$ cat config.mk
export PLATFORM = sky130hd
export DESIGN_NAME = period_timer_bank
export DESIGN_NICKNAME = d
export VERILOG_FILES = /design/src/rtl/period_timer_bank.sv
export SDC_FILE = /design/constraint.sdc
export NUM_CORES = 1
export LEC_CHECK = 0
export CAP_MARGIN = 20
export CORE_MARGIN = 2
export CORE_UTILIZATION = 56
export DETAILED_ROUTE_END_ITERATION = 6
export PLACE_DENSITY = 0.81
export SLEW_MARGIN = 20
export SYNTH_ARGS = -nofsm -noshare
export SYNTH_HDL_FRONTEND = slang
export SYNTH_SLANG_ARGS = --single-unit
export TNS_END_PERCENT = 30
$ cat constraint.sdc
create_clock -name clk -period 3.65 [get_ports clk]
set_clock_uncertainty 0.2 [all_clocks]
set_input_delay 0.73 -clock clk [delete_from_list [all_inputs] [get_ports clk]]
set_output_delay 0.73 -clock clk [all_outputs]
set_load 0.1 [all_outputs]
$ cat src/rtl/period_timer_bank.sv
// period_timer_bank: NCH independent programmable period timers with start/stop,
// one-shot mode, shadowed period and done/err/busy status.
module period_timer_bank #(
    parameter int WIDTH = 8,
    parameter int NCH   = 4
) (
    input  logic                 clk,
    input  logic                 rstb,
    input  logic [NCH-1:0]       start,
    input  logic [NCH-1:0]       stop,
    input  logic [NCH-1:0]       mode,
    input  logic [NCH*WIDTH-1:0] period_sel,
    output logic [NCH-1:0]       en,
    output logic [NCH-1:0]       done,
    output logic [NCH-1:0]       err,
    output logic [NCH-1:0]       busy
);
    typedef enum logic {IDLE, RUN} state_t;

    state_t           r_state     [NCH];
    state_t           w_state_nxt [NCH];
    logic [WIDTH-1:0] r_count     [NCH];
    logic [WIDTH-1:0] w_count_nxt [NCH];
    logic [WIDTH-1:0] r_period    [NCH];
    logic [WIDTH-1:0] w_period_nxt[NCH];
    logic [WIDTH-1:0] w_sel       [NCH];
    logic [NCH-1:0]   r_mode, w_mode_nxt, w_en_nxt, w_done_nxt, w_err_nxt;

    always_comb begin
        for (int i = 0; i < NCH; i++) begin
            w_sel[i]        = period_sel[i*WIDTH +: WIDTH];
            w_state_nxt[i]  = r_state[i];
            w_count_nxt[i]  = r_count[i];
            w_period_nxt[i] = r_period[i];
            w_mode_nxt[i]   = r_mode[i];
            w_en_nxt[i]     = 1'b0;
            w_done_nxt[i]   = 1'b0;
            w_err_nxt[i]    = 1'b0;
            busy[i]         = (r_state[i] == RUN);
            if (stop[i]) begin
                w_state_nxt[i] = IDLE;
                w_count_nxt[i] = '0;
            end else if (start[i]) begin
                if (w_sel[i] != '0) begin
                    w_state_nxt[i]  = RUN;
                    w_count_nxt[i]  = '0;
                    w_period_nxt[i] = w_sel[i];
                    w_mode_nxt[i]   = mode[i];
                end else begin
                    w_err_nxt[i] = 1'b1;
                end
            end else if (r_state[i] == RUN) begin
                // terminal count wraps by compare, so the counter never reaches period_q
                if (r_count[i] == r_period[i] - WIDTH'(1)) begin
                    w_count_nxt[i] = '0;
                    w_en_nxt[i]    = 1'b1;
                    if (r_mode[i]) begin
                        w_done_nxt[i]  = 1'b1;
                        w_state_nxt[i] = IDLE;
                    end else if (w_sel[i] != '0) begin
                        w_period_nxt[i] = w_sel[i];
                    end
                end else begin
                    w_count_nxt[i] = r_count[i] + WIDTH'(1);
                end
            end
        end
    end

    always_ff @(posedge clk or negedge rstb) begin
        if (!rstb) begin
            for (int i = 0; i < NCH; i++) begin
                r_state[i]  <= IDLE;
                r_count[i]  <= '0;
                r_period[i] <= '0;
            end
            r_mode <= '0;
            en     <= '0;
            done   <= '0;
            err    <= '0;
        end else begin
            for (int i = 0; i < NCH; i++) begin
                r_state[i]  <= w_state_nxt[i];
                r_count[i]  <= w_count_nxt[i];
                r_period[i] <= w_period_nxt[i];
            end
            r_mode <= w_mode_nxt;
            en     <= w_en_nxt;
            done   <= w_done_nxt;
            err    <= w_err_nxt;
        end
    end
endmodule
* After elaboration in Yosys (flattened, before gate mapping) *
Cells that the tools add are included.

storage, ports and cells
  bits in registers = 84
  latch bits = 0
  memory bits (writable) = 0
  bits in read-only memories = 0
  output and inout bits = 16
  logic and storage cells = 183
  memories kept = 0

cells by class
  add/sub/neg operators = 8
  $mul = 0
  divide/modulo/power cells = 0
  order comparisons = 0
  equality and inequality tests = 12
  shifts and indexed selects = 0
  multiplexer cells = 112
  bitwise gates (word level) = 4
  reductions and logical operators = 28

operators with widths
  cell                   count
  $mux W8                40
  $mux W1                72
  $add A8 B1 Y8 const B  4
  $eq A8 B8 Y1           4
  $reduce_bool A8 Y1     4
  $sub A8 B1 Y8 const B  4
  $reduce_and A4 Y1      4
  $reduce_bool A2 Y1     8
  $ne A3 B1 Y1 const B   4
  $reduce_and A3 Y1      4
  $reduce_bool A3 Y1     4
  $ne A2 B2 Y1 const B   4
  $reduce_and A2 Y1      4
  $not A1 Y1             4

* Depth between registers and ports, before layout *
  depth in word-level cells = 6
  mapped depth = 10
  gate-level depth less buffers = 9

* Worst setup path before layout *
Ideal clock, no wire load.

  kind = register to register
  from = register r_period[16] (netlist bit)
  to = register r_period[16] (netlist bit)
  setup time = 0.125 ns
  arrival = 2.456 ns
  required time = 3.325 ns
  path slack = 0.869 ns
  cell stages (with the launch flop) = 10
  clock period less this slack = 2.781 ns
  path through = dfrtp_1 > inv_1 > ha_1 > nor3b_1 > nand2_1 > xnor2_1 > nor4_1 > a41oi_1 > a211oi_2 > mux2_2

between the ends
  longest elaborated chain between the ends = 5

ends and longest elaborated chain
  item                                                   RTL line  RTL
  from (decl)                                            24        logic [WIDTH-1:0] r_period [NCH];
  from (signal, indexed assignment)                      85        r_period[i] <= w_period_nxt[i];
  branches (longest 5 deep; another with $sub A8 B1 Y8)  n/a

Parallel ways; which one is timed is not known. The select of a mux whose other input is x is not followed.
A chain may end at the register's enable or synchronous reset.

* Final worst setup path *
  from = register r_period[16] (netlist bit)
  to = register r_period[19] (netlist bit)

between the ends
  longest elaborated chain between the ends = 4

ends and longest elaborated chain
  item                          RTL line  RTL
  $sub A8 B1 Y8                 54        if (r_count[i] == r_period[i] - WIDTH'(1)) begin
  $eq A8 B8 Y1                  54
  $reduce_bool A2 Y1 (no line)  n/a
  $reduce_and A4 Y1 (no line)   n/a

Every way passes these cells.

==> summary.txt <==
Outcome
  • Status: finished, final reports clean

CTS
  • CTS clk-pin slew, worst paths: roughly 0.10 ns
  • Clock Sinks: between 80 and 90
  • Skew-Pair Late Insertion Delay: 0.35 ns
  • Post-cts resize count: 0
  • CTS max path bufs: 2
  • CTS tree: done
  • CTS H-tree depth: 3
  • Setup bufs post-CTS: 0
  • Clock Tree Root: clkbuf_8
  • CTS buffer count: 9
  • Hold_buf cts: 0

STA
  • Setup-failing EPs final: 0
  • RSZ-0062 raised after global routing: no
  • Min cycle time layout: 3.22 ns
  • Period utilization: between 80% and 90%
  • Max-slew headroom: around 35%
  • Worst Tran Pin Value: about 0.98 ns
  • Setup TNS: 0 ns
  • Final Hold Fails: 0
  • Slew Limit Fails: 0
  • FMAX: a little over 0.3 GHz

Final layout
  • Post-Route Utilization: between 60% and 70%
  • Fill count: slightly below 700
  • Most frequent cells in the layout: dfrtp_1, clkdlybuf4s50_1, nand2_1, nor2_1
  • Nets: between 600 and 700
  • Final std cells w/o fill: roughly 680
  • Most common cell after layout, fill and taps aside: dfrtp_1
  • Post-route cell area: between 5000 and 6000 um2
  • Number of antenna diodes: 0
  • Layout cells sized above 1: about a tenth
  • Area growth, synth to finish: 17.8%

Synth
  • Register area share after synthesis: 43.2%
  • Syn Inst Count: slightly above 500
  • Post-Syn Area: a little under 5000 um2
  • Synth unique cells: 59
  • Synthesis Warnings: 0
  • Top FF cell, synth: dfrtp_1
  • Mapped Nets: approximately 560
  • Post-synth EDFFs: 0
  • #FFs+latches synth: 84
  • Syn_area_per_cell: about 9.5 um2
  • Async set or reset register ratio after synthesis: 100%

Route
  • Final WL: between 10000 and 15000 um
  • WL per Instance: 15.6 um
  • Via density: 5.88
  • Residual DRC: 0
  • Initial drt markers: 97
  • DR pass1 iterations: 4
  • Routed Antenna Nets: 0
  • Vias: roughly 4000

Worst setup path
  • Worst path cell trace: inv_1, ha_1, nor3b_1, nand2_1, xnor2_1, nor4_1, a41oi_1, a211oi_2, mux2_2
  • Critical Path RT: roughly 3.7 ns
  • Slowest stage cell, crit path: a211oi_2
  • Crit path from: r_period[16]
  • Crit path DAT: about 3.3 ns
  • CP max FO: 8
  • CP endpoint kind: register
  • Startpoint Class: register
  • Largest delay share family, worst path: compound AO/OA/AOI/OAI gates
  • Crit path buf inv count: 1
  • Critical path's largest stage delay: ~0.62 ns
  • Critical R2R Launch: r_period[16]
  • Crit path kind: reg -> reg

Placement
  • GPL Wtd Cong: between 0.8 and 0.9
  • Final HPWL DP: roughly 7700 um
  • Placed cell area: 5560 um2
  • Dpl cells: around 670
  • Port bufs: slightly above 60

Global routing
  • Total track usage: 23.2%
  • Global-route wire length before repair: roughly 18000 um
  • Global Route met2 Usage: between 30% and 40%
  • Initial antenna violation count: 0
  • Vias in the first global route: a little under 4000
  • GR Util met1: 31.2%
  • Met3 usage: 4.39%
  • Largest net degree at the start of global routing: 85
  • GR Overflow Total: 0
  • Most used routing layer: met2

Floorplanning
  • I/O pins: 62
  • Initial Util: ~57%
  • Core ar.: roughly 8600 um2
  • Die W: slightly below 100 um
  • Vert. Die Dim: a little under 100 um
  • FP Rows: 34
  • Die ar.: 9450 um2

Power and ir drop
  • Power density over the cells: 379 nW/um2
  • Leakage power: roughly 0.0024 uW
  • Peak supply drop: 251 uV

Min path
  • Hold crit path type: in -> async

Run
  • Max cap viols: 0
-- flip-flops by register name (all words and copies together), names as in the netlist --
signal and count:
r_count 32, r_period 32, en 4, busy 4, r_mode 4, err 4, done 4
-- per-layer routing --
metal	part of all wire (%)	up-vias	routed length (um)
met5	0	-	0
met4	1.5	0	163
met3	3.6	15	378
met2	49	84	5190
met1	46	1941	4880
li1	-	1966	-
-- cell type report --
cell class | count | area (um2) | area share [%]
repair buffers | 65 | 632 | 11.0
well taps | 108 | 135 | 2.36
clock buffers | 10 | 138 | 2.40
clock inverters | 6 | 38.8 | 0.676
inverters | 21 | 78.8 | 1.37
flip-flops and latches | 84 | 2100 | 36.6
multi-input cells | 387 | 2610 | 45.5
-- through the flow --
| stage | setup WS (ns) | total power [uW] | hold WS [ns] |
|---|---|---|---|
| 2_1_floorplan | 0.869 | 1410 | 0.234 |
| 3_3_place_gp | 0.576 | 1540 | 0.295 |
| 3_5_place_dp | 0.429 | 1570 | 0.302 |
| 4_1_cts | 0.412 | 2180 | 0.324 |
| 5_1_grt | 0.0883 | 2290 | 0.271 |
| 6_report | 0.429 | 2170 | 0.213 |
-- report_power, final --
part | internal, uW | leakage [uW] | switching, uW
Combinational | 231 | 0.00120 | 214
Clock | 265 | 0.0000885 | 356
Sequential | 1000 | 0.00109 | 105
Total | 1500 | 0.00237 | 675
-- Yosys cell counts, types with 8 or more instances --
cell type	number	area, um2
dfrtp_1	84	2100
nand2_1	49	184
nor2_1	35	131
a21oi_1	26	130
o21ai_0	26	130
nor3_1	23	115
xnor2_1	23	201
nand3_1	22	110
inv_1	21	78.8
mux2_2	17	191
clkbuf_1	15	56.3
nor4_1	13	81.3
mux2_1	12	135
xor2_1	11	96.3
a31oi_1	8	50.1
ha_1	8	100
mux2_4	8	120
nand4_1	8	50.1
-- logic make-up after synthesis --
group | share of synthesized area, %
AND/OR/NAND/NOR | 23.7
buffers and inverters | 3.16
XOR/XNOR | 6.12
adder cells (fa/ha/maj) | 2.06
flip-flops | 43.2
AO/OA/AOI/OAI | 12.4
multiplexers | 9.38
-- final timing paths --
kind	to	slack, ns	depth (start not counted)
min in group clk	r_period[23]	0.32	1
hold / removal	r_period[29]	0.21	1
max in group asynchronous	r_count[7]	2.52	1
setup reg to reg	r_period[19]	0.43	9
setup / recovery	r_period[19]	0.43	9
hold reg to reg	r_period[23]	0.32	1
Power figures use the tool's default switching activity.
